### config.mk
export PLATFORM = sky130hd
export DESIGN_NAME = dmem_arbiter
export DESIGN_NICKNAME = d
export VERILOG_FILES = /design/src/rtl/dmem_arbiter.sv
export SDC_FILE = /design/constraint.sdc
export NUM_CORES = 1
export LEC_CHECK = 0
export ABC_CLOCK_PERIOD_IN_PS = 4400
export CORE_MARGIN = 10
export CORE_UTILIZATION = 37
export CTS_CLUSTER_SIZE = 20
export DETAILED_ROUTE_END_ITERATION = 8
export PLACE_DENSITY = 0.78
export SETUP_SLACK_MARGIN = 0.1
export SLEW_MARGIN = 10
export SYNTH_ARGS = -nofsm -noshare
export SYNTH_HDL_FRONTEND = slang
export SYNTH_SLANG_ARGS = --single-unit
### constraint.sdc
create_clock -name clk -period 4.4 [get_ports clk]
set_clock_uncertainty 0.05 [all_clocks]
set_input_delay 0.66 -clock clk [delete_from_list [all_inputs] [get_ports clk]]
set_output_delay 0.66 -clock clk [all_outputs]
set_load 0.03 [all_outputs]
### src/rtl/dmem_arbiter.sv
// Two-requester arbiter in front of a single-port data memory: IDLE -> ACCESS -> (RESP) -> IDLE.
// Define DMEM_ARB_ROUND_ROBIN_EN for round-robin tie-breaking; otherwise requester A has fixed priority.
module dmem_arbiter #(
  parameter int DATA_WIDTH  = 32,
  parameter int ADDR_WIDTH  = 32,
  parameter int DEPTH_WORDS = 8192
) (
  input  logic                  clk,
  input  logic                  reset,
  input  logic                  a_req,
  input  logic                  a_we,
  input  logic [ADDR_WIDTH-1:0] a_addr,
  input  logic [DATA_WIDTH-1:0] a_wdata,
  output logic                  a_gnt,
  output logic                  a_rvalid,
  output logic                  a_err,
  output logic [DATA_WIDTH-1:0] a_rdata,
  input  logic                  b_req,
  input  logic                  b_we,
  input  logic [ADDR_WIDTH-1:0] b_addr,
  input  logic [DATA_WIDTH-1:0] b_wdata,
  output logic                  b_gnt,
  output logic                  b_rvalid,
  output logic                  b_err,
  output logic [DATA_WIDTH-1:0] b_rdata,
  output logic [ADDR_WIDTH-1:0] mem_addr,
  output logic [DATA_WIDTH-1:0] mem_writeData,
  output logic                  mem_read,
  output logic                  mem_write,
  input  logic [DATA_WIDTH-1:0] mem_readData
);

  typedef enum logic [1:0] {S_IDLE, S_ACCESS, S_RESP} state_t;

  state_t                r_state, w_next;
  logic                  r_sel_b;
  logic                  r_we;
  logic [ADDR_WIDTH-1:0] r_addr;
  logic [DATA_WIDTH-1:0] r_wdata;
  logic [DATA_WIDTH-1:0] r_a_rdata, r_b_rdata;
  logic                  w_win_b;
  logic                  w_err;

`ifdef DMEM_ARB_ROUND_ROBIN_EN
  logic r_last_b;

  // On a tie the requester not served last wins; error grants also move the pointer.
  assign w_win_b = b_req & (~a_req | ~r_last_b);

  always_ff @(posedge clk or posedge reset) begin
    if (reset)                  r_last_b <= 1'b1;
    else if (r_state == S_ACCESS) r_last_b <= r_sel_b;
  end
`else
  assign w_win_b = b_req & ~a_req;
`endif

  assign w_err = (r_addr[1:0] != 2'b00) ||
                 ((r_addr >> 2) >= ADDR_WIDTH'(DEPTH_WORDS));

  always_ff @(posedge clk or posedge reset) begin
    if (reset) r_state <= S_IDLE;
    else       r_state <= w_next;
  end

  always_comb begin
    w_next = r_state;
    case (r_state)
      S_IDLE:   if (a_req | b_req) w_next = S_ACCESS;
      S_ACCESS: w_next = (r_we | w_err) ? S_IDLE : S_RESP;
      S_RESP:   w_next = S_IDLE;
      default:  w_next = S_IDLE;
    endcase
  end

  always_comb begin
    a_gnt         = 1'b0;
    b_gnt         = 1'b0;
    a_err         = 1'b0;
    b_err         = 1'b0;
    a_rvalid      = 1'b0;
    b_rvalid      = 1'b0;
    mem_addr      = '0;
    mem_writeData = '0;
    mem_read      = 1'b0;
    mem_write     = 1'b0;
    case (r_state)
      S_ACCESS: begin
        a_gnt         = ~r_sel_b;
        b_gnt         = r_sel_b;
        a_err         = w_err & ~r_sel_b;
        b_err         = w_err & r_sel_b;
        mem_addr      = r_addr;
        mem_writeData = r_wdata;
        mem_write     = r_we & ~w_err;
        mem_read      = ~r_we & ~w_err;
      end
      S_RESP: begin
        a_rvalid = ~r_sel_b;
        b_rvalid = r_sel_b;
      end
      default: ;
    endcase
  end

  // Request fields are latched at arbitration so requesters may drop req once granted.
  always_ff @(posedge clk or posedge reset) begin
    if (reset) begin
      r_sel_b   <= 1'b0;
      r_we      <= 1'b0;
      r_addr    <= '0;
      r_wdata   <= '0;
      r_a_rdata <= '0;
      r_b_rdata <= '0;
    end else begin
      if (r_state == S_IDLE && (a_req | b_req)) begin
        r_sel_b <= w_win_b;
        r_we    <= w_win_b ? b_we    : a_we;
        r_addr  <= w_win_b ? b_addr  : a_addr;
        r_wdata <= w_win_b ? b_wdata : a_wdata;
      end
      if (r_state == S_ACCESS && !r_we && !w_err) begin
        if (r_sel_b) r_b_rdata <= mem_readData;
        else         r_a_rdata <= mem_readData;
      end
    end
  end

  assign a_rdata = r_a_rdata;
  assign b_rdata = r_b_rdata;

endmodule
==> impl_metrics.py <==
metrics = {
    "outcome": {
        "status": "finished, final reports clean",
    },
    "sta": {
        "worst_pin_slew_ps": 800.3,
        "slew_headroom_pct": 46.53,
        "finalHoldViolCount": 0,
        "min_period_ps": 3511,
        "fin_crit_sh_pct": 79.80,
        "slew_viol_final": 0,
        "max_freq_mhz": 284.8,
        "setup_ws_ps": 888.9,
        "setup_viol": 0,
        "rsz0062_at_grt": "no",
        "setup_tns_ps": 0,
    },
    "layout": {
        "finalNonFillerCells": 1040,
        "layout_commonest_cell": "clkdlybuf4s50_1",
        "fin_nets": 977,
        "final_util_pct": 62.05,
        "n_antenna_cell": 0,
        "area_growth_pct": 64.33,
        "layout-drive-gt1-share_pct": 12.14,
        "final_cell_mix": "301 x clkdlybuf4s50_1, 132 x dfrtp_1, 66 x nand2_1",
    },
    "setup_path": {
        "r2r_end": "b_rdata[19]",
        "crit_chain": "nor4_1, nand3_2, nor4_1, clkdlybuf4s50_1",
        "reg2reg_from": "r_state[0]",
        "worstSetupStartpointType": "flop",
        "ff2ff_path_depth": 5,
        "critPathSlowestCell": "clkdlybuf4s50_1",
        "path_buf_inv": 1,
        "worstPathMaxFanout": 5,
        "crit_top_cell": "nor4_1",
        "path_depth": 4,
        "cp-startpoint": "r_addr[0]",
        "end_kind": "output port",
        "cp-endpoint": "mem_read",
        "crit_family": "simple AND/OR/NAND/NOR gates",
        "slowest_delay_ps": 780,
        "crit_type": "reg -> out",
        "required_ps": 3690,
        "r2r_slack_ps": 1880,
        "crit_arrival_ps": 2800,
    },
    "global_route": {
        "grt_pass1_wl_um": 29640,
        "grt_antenna_before_repair": 0,
        "grt_pass1_vias": 5299,
        "grtUsageTotal_pct": 17.38,
        "grt_max_degree": 96,
        "overflow": 0,
    },
    "route": {
        "drt_pass1_iterations": 4,
        "routedWlPerCell_um": 18.57,
        "final_antenna_net_count": 0,
        "post_drt_via_cell_ratio": 4.700,
        "route.detailed.drc": 0,
        "drt_first_iter_violations": 181,
        "vias": 4888,
        "wl_um": 19320,
    },
    "logic_synthesis": {
        "avgSynthCellArea_um2": 11.60,
        "synth-xor-area-share_pct": 0,
        "synth-simple-area-share_pct": 13.57,
        "yosysTopAreaCellShare_pct": 54.87,
        "synth_top_family_by_area": "multiplexers",
        "synth_enable_flop_cells": 0,
        "ys_seq_area_share_pct": 54.87,
        "syn-num-nets": 685,
        "synth_seq_cells": 132,
        "postSynthCellCount": 519,
        "synthTopCellsByArea": "dfrtp_1 55%, mux2i_1 11%, mux2_2 10%",
        "synthFlopType": "dfrtp_1",
        "yosysTopAreaCell": "dfrtp_1",
        "synth_fa_ha_area_share_pct": 0,
        "syn_area_mm2": 0.006020,
        "yosys_warnings": 0,
        "synth_async_sr_flop_share_pct": 100.0,
        "ys_types": 25,
        "synth-compound-area-share_pct": 5.654,
        "synthMuxAreaShare_pct": 22.78,
    },
    "pwr": {
        "finalPower_mw": 3.789,
        "p_int_mw": 2.735,
        "switching_power_mw": 1.054,
        "vdd_ir_drop_max_v": 0.0002484,
        "leakagePower_nw": 4.300,
        "pwr-share-seq_pct": 37.2,
        "clock_power_share_pct": 41.4,
        "pwr-share-comb_pct": 21.4,
        "sw_frac_of_total_pct": 27.82,
        "power_density_mw_per_mm2": 383.0,
    },
    "job": {
        "cap_violations": 0,
    },
    "placed_design": {
        "dp_slack_ps": 1298,
        "dp.cells": 1008,
        "dp_hpwl_um": 14920,
        "io_buffers": 301,
        "gp_congestion": 0.7636,
    },
    "clock_tree": {
        "cts_tree": "built",
        "clock_path_buffers": 2,
        "cts_root_buf": "clkbuf_16",
        "clk_pin_slew_ps": 60,
        "cts_resized": 0,
        "cts_inserted_buffers": 17,
        "h-tree-depth": 4,
        "clk_latency_ps": 410,
        "holdBufCountCts": 0,
        "post_cts_buffers": 0,
        "clkSinkCount": 132,
    },
    "die": {
        "die_w_um": 147.6,
        "start_util_pct": 37.76,
        "ioPinCount": 302,
        "num_rows": 46,
        "fp.dieH_um": 147.6,
        "core_area_mm2": 0.01594,
        "die_area_mm2": 0.02177,
    },
    "min_path": {
        "hp-class": "reg -> reg",
    },
}
## metal layers
metal  up-vias  routed length (um)  track usage, %
li1       2368                   -               -
met2       198                9503           29.62
met3        20                1876           8.150
met1      2302                7720           19.04
met5         -                   0               0
met4         0                 215           4.708
## cells in the mapped netlist (3+ instances only)
cell type and number:
dfrtp_1 132, nand2_1 66, o21ai_0 66, and2_1 65, mux2i_1 65, mux2_2 56, clkbuf_1 21, mux2_1 8
buf_2 6, buf_6 6, nor4_1 6, nor2_1 3, nor2b_1 3
## sequential cells by signal, indices dropped and copies added, names as in the netlist
register / cells
a_rdata: 32
b_rdata: 32
r_addr: 32
r_wdata: 32
r_state: 2
r_sel_b: 1
r_we: 1
## through the flow
stage	instance area (um^2)	hold slack, ps
after floorplan	6020	391.8
after detailed placement	9236	412.1
after global routing	9892	448.2
final	9892	419.1
after global placement	9236	402.3
after CTS	9892	424.9
## kinds of logic (layout without fill, tap and decap cells)
logic type,after synthesis,in the layout
multiplexers,129,129
AO/OA/AOI/OAI,68,68
AND/OR/NAND/NOR,154,154
buffers and inverters,36,341
flip-flops,132,132
## how the worst min path moves through the flow
stage / from / end / cells past startpoint / slack (ps)
floorplan: r_addr[10] / r_addr[10] / 2 / 390
global placement: r_wdata[24] / r_wdata[24] / 2 / 400
detailed placement: r_addr[9] / r_addr[9] / 2 / 410
CTS: r_addr[11] / r_addr[11] / 2 / 420
global route: r_wdata[17] / r_wdata[17] / 2 / 450
finish: r_addr[11] / r_addr[11] / 2 / 420
## tightest hold or removal path, stage by stage (launching register included)
cell,delay (ps)
dfrtp_1,330
nand2_1,40
o21ai_0,50
## power by group through the flow
| stage | sequential [mW] | clock, mW | combinational (mW) |
|---|---|---|---|
| 2_1_floorplan | 1.40 | 0 | 0.426 |
| 3_3_place_gp | 1.42 | 0 | 0.811 |
| 3_5_place_dp | 1.43 | 0 | 0.822 |
| 4_1_cts | 1.41 | 1.60 | 0.827 |
| 5_1_grt | 1.42 | 1.67 | 0.878 |
| 6_report | 1.41 | 1.57 | 0.810 |
## layout make-up
cell class,count,area (um^2)
Clock inverter,14,226.5
Multi-Input combinational cell,351,2555
Clock buffer,18,429.2
Tap cell,216,270.3
Timing Repair Buffer,307,3095
Sequential cell,132,3303
Fill cell,1336,6051
Inverter,2,12.51
(Power assumes the default switching activity.)
